### src/rtl/sw_txbuf_chan_sched.sv
// Round-robin, non-preemptive packet scheduler for a multi-channel TX buffer.
// Counts committed packets per channel and grants the shared read path one whole packet at a time.
module sw_txbuf_chan_sched #(
  parameter int unsigned CHANNELS  = 4,
  parameter int unsigned CNT_WIDTH = 8
) (
  input  logic                          CLK,
  input  logic                          RESET,
  input  logic [CHANNELS-1:0]           PKT_NEW,
  input  logic [CHANNELS-1:0]           CHAN_EN,
  input  logic                          TX_EOP,
  input  logic                          TX_SRC_RDY,
  input  logic                          TX_DST_RDY,
  output logic [CHANNELS-1:0]           GRANT,
  output logic                          GRANT_VLD,
  output logic [CHANNELS*CNT_WIDTH-1:0] PENDING,
  output logic [CHANNELS-1:0]           OVERFLOW,
  input  logic                          OVF_CLR
);

  localparam int unsigned IDX_W = (CHANNELS > 1) ? $clog2(CHANNELS) : 1;
  localparam int unsigned SUM_W = IDX_W + 1;
  localparam logic [CNT_WIDTH-1:0] CNT_MAX = '1;

  typedef enum logic {IDLE, SEND} state_t;

  state_t               state;
  logic [IDX_W-1:0]     ptr;
  logic [IDX_W-1:0]     gidx;
  logic [CNT_WIDTH-1:0] cnt [CHANNELS];

  logic [CHANNELS-1:0]  eligible;
  logic [CHANNELS-1:0]  inc;
  logic [CHANNELS-1:0]  dec;
  logic [CHANNELS-1:0]  ovf_set;
  logic                 eop_xfer;
  logic                 sel_found;
  logic [IDX_W-1:0]     sel_idx;
  logic [IDX_W-1:0]     cand;
  logic [SUM_W-1:0]     sum;

  assign eop_xfer = GRANT_VLD & TX_EOP & TX_SRC_RDY & TX_DST_RDY;
  assign inc      = PKT_NEW;
  assign dec      = GRANT & {CHANNELS{eop_xfer}};

  for (genvar g = 0; g < CHANNELS; g++) begin : g_pend
    assign PENDING[g*CNT_WIDTH +: CNT_WIDTH] = cnt[g];
  end

  // Eligibility and saturation detection from registered counters.
  always_comb begin
    eligible = '0;
    ovf_set  = '0;
    for (int unsigned i = 0; i < CHANNELS; i++) begin
      eligible[i] = CHAN_EN[i] && (cnt[i] != '0);
      ovf_set[i]  = inc[i] && !dec[i] && (cnt[i] == CNT_MAX);
    end
  end

  // First eligible channel after the pointer, wrapping modulo CHANNELS.
  always_comb begin
    sel_found = 1'b0;
    sel_idx   = '0;
    sum       = '0;
    cand      = '0;
    for (int unsigned k = 1; k <= CHANNELS; k++) begin
      sum = {1'b0, ptr} + SUM_W'(k);
      if (sum >= SUM_W'(CHANNELS)) begin
        sum = sum - SUM_W'(CHANNELS);
      end
      cand = sum[IDX_W-1:0];
      if (!sel_found && eligible[cand]) begin
        sel_found = 1'b1;
        sel_idx   = cand;
      end
    end
  end

  // Pending-packet counters; simultaneous commit and EOP cancel out.
  always_ff @(posedge CLK or posedge RESET) begin
    if (RESET) begin
      for (int unsigned i = 0; i < CHANNELS; i++) begin
        cnt[i] <= '0;
      end
    end else begin
      for (int unsigned i = 0; i < CHANNELS; i++) begin
        if (inc[i] && !dec[i] && (cnt[i] != CNT_MAX)) begin
          cnt[i] <= cnt[i] + CNT_WIDTH'(1);
        end else if (dec[i] && !inc[i]) begin
          cnt[i] <= cnt[i] - CNT_WIDTH'(1);
        end
      end
    end
  end

  // Sticky overflow flags; a new overflow beats a clear in the same cycle.
  always_ff @(posedge CLK or posedge RESET) begin
    if (RESET) begin
      OVERFLOW <= '0;
    end else begin
      OVERFLOW <= ovf_set | (OVF_CLR ? '0 : OVERFLOW);
    end
  end

  // Grant FSM: hold the grant until the packet's EOP word is transferred.
  always_ff @(posedge CLK or posedge RESET) begin
    if (RESET) begin
      state     <= IDLE;
      GRANT     <= '0;
      GRANT_VLD <= 1'b0;
      ptr       <= IDX_W'(CHANNELS - 1);
      gidx      <= '0;
    end else begin
      case (state)
        IDLE: begin
          if (sel_found) begin
            GRANT     <= CHANNELS'(1) << sel_idx;
            GRANT_VLD <= 1'b1;
            gidx      <= sel_idx;
            state     <= SEND;
          end
        end
        SEND: begin
          if (eop_xfer) begin
            ptr       <= gidx;
            GRANT     <= '0;
            GRANT_VLD <= 1'b0;
            state     <= IDLE;
          end
        end
        default: begin
          GRANT     <= '0;
          GRANT_VLD <= 1'b0;
          state     <= IDLE;
        end
      endcase
    end
  end

endmodule
### config.mk
export PLATFORM = sky130hd
export DESIGN_NAME = sw_txbuf_chan_sched
export DESIGN_NICKNAME = d
export VERILOG_FILES = /design/src/rtl/sw_txbuf_chan_sched.sv
export SDC_FILE = /design/constraint.sdc
export NUM_CORES = 1
export LEC_CHECK = 0
export ABC_AREA = 1
export BUFFER_PORTS_ARGS = -buffer_cell sky130_fd_sc_hd__buf_2
export CAP_MARGIN = 25
export CORE_UTILIZATION = 57
export CTS_CLUSTER_SIZE = 14
export DETAILED_ROUTE_END_ITERATION = 10
export GPL_TIMING_DRIVEN = 0
export PLACE_DENSITY_LB_ADDON = 0.12
export RECOVER_POWER = 25
export REMOVE_ABC_BUFFERS = 1
export SYNTH_ARGS = -nofsm -noshare
export SYNTH_HDL_FRONTEND = slang
export SYNTH_SLANG_ARGS = --single-unit
export TNS_END_PERCENT = 1
### constraint.sdc
create_clock -name CLK -period 3.24 [get_ports CLK]
set_input_delay 0.324 -clock CLK [delete_from_list [all_inputs] [get_ports CLK]]
set_output_delay 0.324 -clock CLK [all_outputs]
set_load 0.05 [all_outputs]
==> results.py, run 1 <==
metrics = {
    "status": {
        "status": "complete, but fails checks",
        "violations": "capacitance limit, slew limit",
    },
    "global_route": {
        "grt_pass1_wl_mm": 11.95,
        "grt_pass1_vias": 2775,
        "antenna_found_initial": 0,
        "overflow": 0,
        "grt_start_max_net_pins": 43,
        "globalRouteTotalUtil_pct": 25.01,
    },
    "power_and_ir_drop": {
        "leakage_nw": 2.083,
        "vdd_drop_max_v": 0.0005933,
        "p_per_area_mw_per_mm2": 1010,
        "power_mw": 3.749,
    },
    "synthesis": {
        "ys_seq_area_share_pct": 35.79,
        "synth_cells": 436,
        "ys_ff_latch": 46,
        "synth_top_area_cell": "dfrtp_1",
        "ys_warn_count": 0,
        "synth_area_sq_mm": 0.003223,
        "synthFlopType": "dfrtp_1",
        "synth_area_leaders": "dfrtp_1 34%, nand2_1 13%, ha_1 9.3%, inv_1 8.4%, nand3_1 7.9%",
        "ys_types": 25,
        "synth_edf_count": 0,
        "synthArstFlopShare_pct": 100.0,
        "synth_top_cell_area_share_pct": 34.16,
        "avgSynthCellArea_sq_um": 7.392,
    },
    "finish": {
        "drive_gt1_share_pct": 15.83,
        "diodes": 0,
        "multi_input_area_sq_mm": 0.001792,
        "fill_cells": 469,
        "areaGrowthSynthToFinish_pct": 15.18,
        "final_net_count": 540,
        "seq_area_sq_mm": 0.001154,
        "final_cells": 571,
    },
    "routing": {
        "viasPerCell": 5.201,
        "dr.pass1.iters": 4,
        "vias": 2970,
        "wire_per_inst_um": 12.05,
        "drt_iter0_drc": 106,
        "antenna_left": 0,
        "routed_wl_mm": 6.878,
        "drc": 0,
    },
    "timing": {
        "rsz0062_at_grt": "false",
        "worst_slew_pin_slew_ns": 1.985,
        "fmax_ghz": 0.3455,
        "hold_viol_final": 0,
        "fin_tns_setup_ns": 0,
        "final.setup_skew_ns": 0.01213,
        "maxSlewViolCount": 43,
        "setup_violations": 0,
        "finalCritPeriodShare_pct": 89.33,
        "fin_crit_ns": 2.894,
        "relSlewSlack_pct": -32.31,
    },
    "critical_path": {
        "rr_startpoint": "PENDING[0]",
        "crit_chain": "inv_1 -> nor4_1 -> nand2_1 -> nand2_1 -> ha_1 -> a21oi_1 -> nand2_1 -> nand2_1 -> nand2_1 -> a21oi_1 -> nor2_1 -> o21ai_0 -> nand2_1 -> nand2_1 -> nand2_1 -> nand2_1 -> nand2_1",
        "worstPathArrival_ns": 3.10,
        "cp_slowest_cell": "dfrtp_1",
        "crit_path_frequent_cell": "nand2_1",
        "crit_required_ns": 3.45,
        "reg2reg_to": "PENDING[7]",
        "start_kind": "flip-flop",
        "r2r_slack_ns": 0.35,
        "path_delay_family": "simple AND/OR/NAND/NOR gates",
        "end_kind": "flip-flop",
        "critPathKind": "flip-flop to flip-flop",
        "reg2reg_depth": 17,
        "critical-path-max-stage-delay_ns": 0.47,
        "cp.buffers_inverters": 1,
        "cp_max_fo": 9,
    },
    "hold_path": {
        "hp-class": "primary input to flip-flop",
        "min_from": "OVF_CLR",
        "hold_end": "OVERFLOW[2]",
        "min_path_cells": 2,
    },
    "die": {
        "core_area_sq_mm": 0.005473,
        "start_util_pct": 58.89,
        "rows": 27,
        "die_y_um": 77.20,
        "dieArea_sq_mm": 0.005959,
        "die_w_um": 77.20,
        "ioPinCount": 55,
    },
    "run": {
        "maxCapViolations": 1,
    },
    "placement": {
        "dp_hpwl_mm": 5.219,
        "place_congestion": 0.7850,
        "dpl.cell_count": 562,
        "portBuffers": 54,
    },
    "clock_tree": {
        "cts_buffer_depth": 2,
        "cts_buffers": 5,
        "clock_latency_ns": 0.31,
        "cts_tree": "yes",
        "clkSlewWorstSetupHoldPaths_ns": 0.10,
        "cts-root-buf": "clkbuf_8",
        "htreeDepth": 2,
        "cts.sinks": 46,
    },
}
[layer usage]
metal,GRT usage [%],routed length (um)
met3,5.476,275
met2,43.10,3368
met1,31.59,3158
met4,6.226,76
met5,0,0
[worst max-delay path by stage]
stage / start / endpoint / depth (start not counted)
after floorplan: PENDING[24] / PENDING[31] / 17
after CTS: PENDING[11] / PENDING[15] / 17
after global placement: TX_SRC_RDY / PENDING[23] / 18
after global routing: PENDING[16] / PENDING[23] / 17
after detailed placement: TX_SRC_RDY / PENDING[31] / 18
final: PENDING[0] / PENDING[7] / 17
[sequential cells by signal, indices dropped and copies added, names as in the netlist]
name and cells:
ptr 2, GRANT_VLD 1, gidx 2, GRANT 4, OVERFLOW 4, PENDING 32
state 1
[final cells by class]
| type | instances | share of cell area (%) |
|---|---|---|
| well taps | 72 | 2.427 |
| repair buffers | 56 | 7.819 |
| clock buffers | 5 | 1.854 |
| clock inverters | 3 | 1.180 |
| multi-input cells | 316 | 48.26 |
| flip-flops and latches | 46 | 31.08 |
| inverters | 73 | 7.381 |
[cells in the mapped netlist, types with 2 or more instances]
cell     instances
nand2_1        111
inv_1           72
nand3_1         51
dfrtp_1         44
o21ai_0         35
ha_1            24
nor2_1          23
a21oi_1         18
xor2_1          17
nor4_1           8
or2_2            6
fa_1             4
and2_1           3
nand2_2          3
nand4_1          3
xnor2_1          3
dfstp_2          2
o22ai_1          2
[repair_timing]
item	4_1_cts	5_1_grt
setup endpoints to repair	0	2
gates resized for setup	0	2
hold endpoints to repair	4	0
buffers inserted	0	0
hold buffers	1	0
[kinds of logic after synthesis]
kind of cell	synth area share, %
AO/OA/AOI/OAI	9.317
XOR/XNOR	5.940
AND/OR/NAND/NOR	28.30
adder cells (fa/ha/maj)	11.80
flip-flops	35.79
buffers and inverters	8.851
[per-stage QoR]
| stage | cell area (sq um) | hold slack [ns] | setup slack [ns] | util [%] |
|---|---|---|---|---|
| 2_1_floorplan | 3212 | 0.4230 | 0.4065 | - |
| 3_5_place_dp | 3592 | 0.2152 | 0.3263 | 65.64 |
| 5_1_grt | 3712 | 0.2625 | 0.01005 | 67.83 |
| 4_1_cts | 3715 | 0.2470 | 0.3087 | 67.88 |
| 3_3_place_gp | 3572 | 0.4717 | 0.4168 | 65.27 |
| 6_report | 3712 | 0.2547 | 0.3456 | 67.83 |
[cells in the final DEF (no fill, tap or decap)]
| cell | n |
|---|---|
| clkdlybuf4s25_1 | 1 |
| inv_1 | 72 |
| xor2_1 | 17 |
| dfrtp_1 | 44 |
| xnor2_2 | 1 |
| o21ai_2 | 1 |
| bufinv_16 | 1 |
| buf_2 | 54 |
| inv_6 | 1 |
| xnor2_1 | 3 |
| clkbuf_8 | 5 |
| o21bai_1 | 1 |
| fa_1 | 4 |
| nand2_1 | 110 |
| dfstp_2 | 2 |
| nand2_2 | 4 |
| a31oi_1 | 1 |
| o22ai_1 | 2 |
| nand3_1 | 50 |
| nor2_1 | 23 |
| ha_1 | 24 |
| or2_2 | 6 |
| dlygate4sd3_1 | 1 |
| a21oi_1 | 18 |
| inv_2 | 1 |
| nor4_1 | 8 |
| o21ai_0 | 35 |
| clkinv_2 | 1 |
| and2_1 | 3 |
| nand4_1 | 3 |
| nand3_2 | 2 |
[where the power goes]
group          switching (mW)  total [mW]  internal, mW  leakage, nW
logic                    1.58        2.30         0.713         1.45
clock network           0.216       0.448         0.232       0.0585
registers               0.225        1.01         0.780        0.570
Note: power is estimated with default switching activity, not from simulation.
==> inputs of run 2 (changes only) <==
CORE_ASPECT_RATIO = 0.6   (was not set)
==> results.py, run 2 (synthesis results as in run 1) <==
metrics = {
    "critical_path": {
        "worstPathArrival_ns": 3.15,
        "crit_required_ns": 3.43,
        "reg2reg_depth": 17,
        "r2r_slack_ns": 0.28,
        "path_delay_family": "simple AND/OR/NAND/NOR gates",
        "rr_startpoint": "PENDING[9]",
        "crit_chain": "inv_1 -> nor4_1 -> nand2_1 -> nand2_1 -> ha_1 -> nand3_1 -> nand3_1 -> nand2_1 -> nand2_1 -> a21oi_1 -> nor2_1 -> o21ai_0 -> nand2_1 -> nand2_1 -> nand2_1 -> nand2_1 -> nand2_1",
        "crit_path_frequent_cell": "nand2_1",
        "critPathKind": "flip-flop to flip-flop",
        "start_kind": "flip-flop",
        "critical-path-max-stage-delay_ns": 0.44,
        "end_kind": "flip-flop",
        "reg2reg_to": "PENDING[15]",
        "cp.buffers_inverters": 1,
        "cp_max_fo": 9,
        "cp_slowest_cell": "dfrtp_1",
    },
    "clock_tree": {
        "htreeDepth": 2,
        "cts.sinks": 46,
        "cts_buffer_depth": 2,
        "post-cts-setup-buffers": 0,
        "cts_tree": "yes",
        "cts_buffers": 5,
        "clkSlewWorstSetupHoldPaths_ns": 0.09,
        "cts-root-buf": "clkbuf_8",
        "clock_latency_ns": 0.30,
    },
    "power_and_ir_drop": {
        "p_int_mw": 1.674,
        "p_comb_share_pct": 62.7,
        "p_sw_share_pct": 54.99,
        "leakage_nw": 2.077,
        "vdd_drop_max_v": 0.0005445,
        "power.net_switching_mw": 2.046,
        "seq_power_share_pct": 27.0,
        "p_per_area_mw_per_mm2": 1008,
        "power.share.clock_pct": 10.3,
    },
    "placement": {
        "place_congestion": 0.8669,
        "dpl_worst_slack_ns": 0.3474,
        "dp_hpwl_mm": 5.624,
        "portBuffers": 54,
    },
    "routing": {
        "drt_iter0_drc": 152,
        "viasPerCell": 5.200,
        "dr.pass1.iters": 4,
        "wire_per_inst_um": 12.65,
        "antenna_left": 0,
        "vias": 2938,
        "drc": 0,
        "routed_wl_mm": 7.145,
    },
    "timing": {
        "rsz0062_at_grt": "false",
        "final.setup_skew_ns": 0.008711,
        "maxSlewViolCount": 42,
        "finalCritPeriodShare_pct": 91.26,
        "fin_crit_ns": 2.957,
        "setup_slack_ns": 0.2831,
        "fmax_ghz": 0.3382,
        "setup_violations": 0,
        "hold_viol_final": 0,
        "relSlewSlack_pct": -24.52,
        "fin_tns_setup_ns": 0,
        "worst_slew_pin_slew_ns": 1.868,
    },
    "finish": {
        "areaGrowthSynthToFinish_pct": 14.48,
        "diodes": 0,
        "drive_gt1_share_pct": 15.63,
        "final_cell_mix": "111 x nand2_1, 72 x inv_1, 54 x buf_2, 49 x nand3_1, 44 x dfrtp_1",
        "final_common_cell": "nand2_1",
        "final_net_count": 540,
        "largest_reg_flops": 32,
    },
    "die": {
        "core_area_sq_mm": 0.005255,
        "die_y_um": 60.25,
        "dieArea_sq_mm": 0.005969,
        "start_util_pct": 61.33,
        "ioPinCount": 55,
        "rows": 20,
        "die_w_um": 99.08,
    },
    "global_route": {
        "grt_start_max_net_pins": 42,
        "antenna_found_initial": 0,
        "grt_pass1_wl_mm": 12.37,
        "overflow": 0,
        "globalRouteTotalUtil_pct": 26.56,
        "grt_pass1_vias": 2739,
    },
    "hold_path": {
        "min_path_cells": 2,
        "min_from": "OVF_CLR",
        "hold_end": "OVERFLOW[2]",
        "hp-class": "primary input to flip-flop",
    },
    "status": {
        "status": "complete, but fails checks",
        "violations": "capacitance limit, slew limit",
    },
    "run": {
        "maxCapViolations": 1,
    },
}
## run 2: cell count changes in the layout (fill, tap and decap cells not counted)
cell,previous run,this run
clkbuf_8,5,6
bufinv_16,1,0
nand2_2,4,3
nand3_2,2,3
nand2_1,110,111
clkinv_2,1,0
nand3_1,50,49
clkbuf_1,0,1
## run 2: power by group through the flow
| stage | clock network (mW) | registers [mW] | logic (mW) |
|---|---|---|---|
| floorplan | 0 | 1.68 | 1.15 |
| global placement | 0 | 1.00 | 2.24 |
| detailed placement | 0 | 1.01 | 2.33 |
| CTS | 0.386 | 1.00 | 2.33 |
| global route | 0.416 | 1.04 | 2.60 |
| finish | 0.383 | 1.00 | 2.33 |
## run 2: final cells by class
class	count	area, sq um
Fill cell	442	1565
Tap cell	66	82.58
Multi-Input combinational cell	316	1794
Sequential cell	46	1154
Clock inverter	1	8.758
Clock buffer	7	86.33
Timing Repair Buffer	56	290.3
Inverter	73	274.0
## run 2: metal layers
metal  GRT usage, %  part of all wire [%]  vias up
li1               -                     -     1528
met1          37.80                    51     1346
met2          41.96                    43       62
met3          5.965                   4.8        2
met4          5.672                  0.27        0
met5              0                     0        -
## run 2: timing repair
item | 4_1_cts | 5_1_grt
endpoints found under the setup margin | 0 | 2
gates resized for setup | 0 | 2
endpoints found under the hold margin | 5 | 0
hold buffers | 1 | 0
## run 2: how the worst max path moves through the flow
stage / slack, ns / depth (start not counted) / startpoint / endpoint
3_3_place_gp: 0.44 / 18 / TX_SRC_RDY / PENDING[23]
6_report: 0.28 / 17 / PENDING[9] / PENDING[15]
5_1_grt: 0.007 / 17 / PENDING[9] / PENDING[15]
3_5_place_dp: 0.35 / 18 / TX_SRC_RDY / PENDING[7]
4_1_cts: 0.33 / 17 / PENDING[11] / PENDING[15]
2_1_floorplan: 0.41 / 17 / PENDING[24] / PENDING[31]
## run 2: through the flow
stage               instance area, sq um  cells  utilization [%]  total power, mW  hold slack (ns)
CTS                                 3690    565            70.21            3.723           0.2725
global route                        3690    565            70.21            4.059           0.2711
global placement                    3565    555            67.83            3.242           0.4769
detailed placement                  3585    556            68.21            3.340           0.2277
floorplan                           3212    435                -            2.831           0.4230
finish                              3690    565            70.21            3.720           0.2715
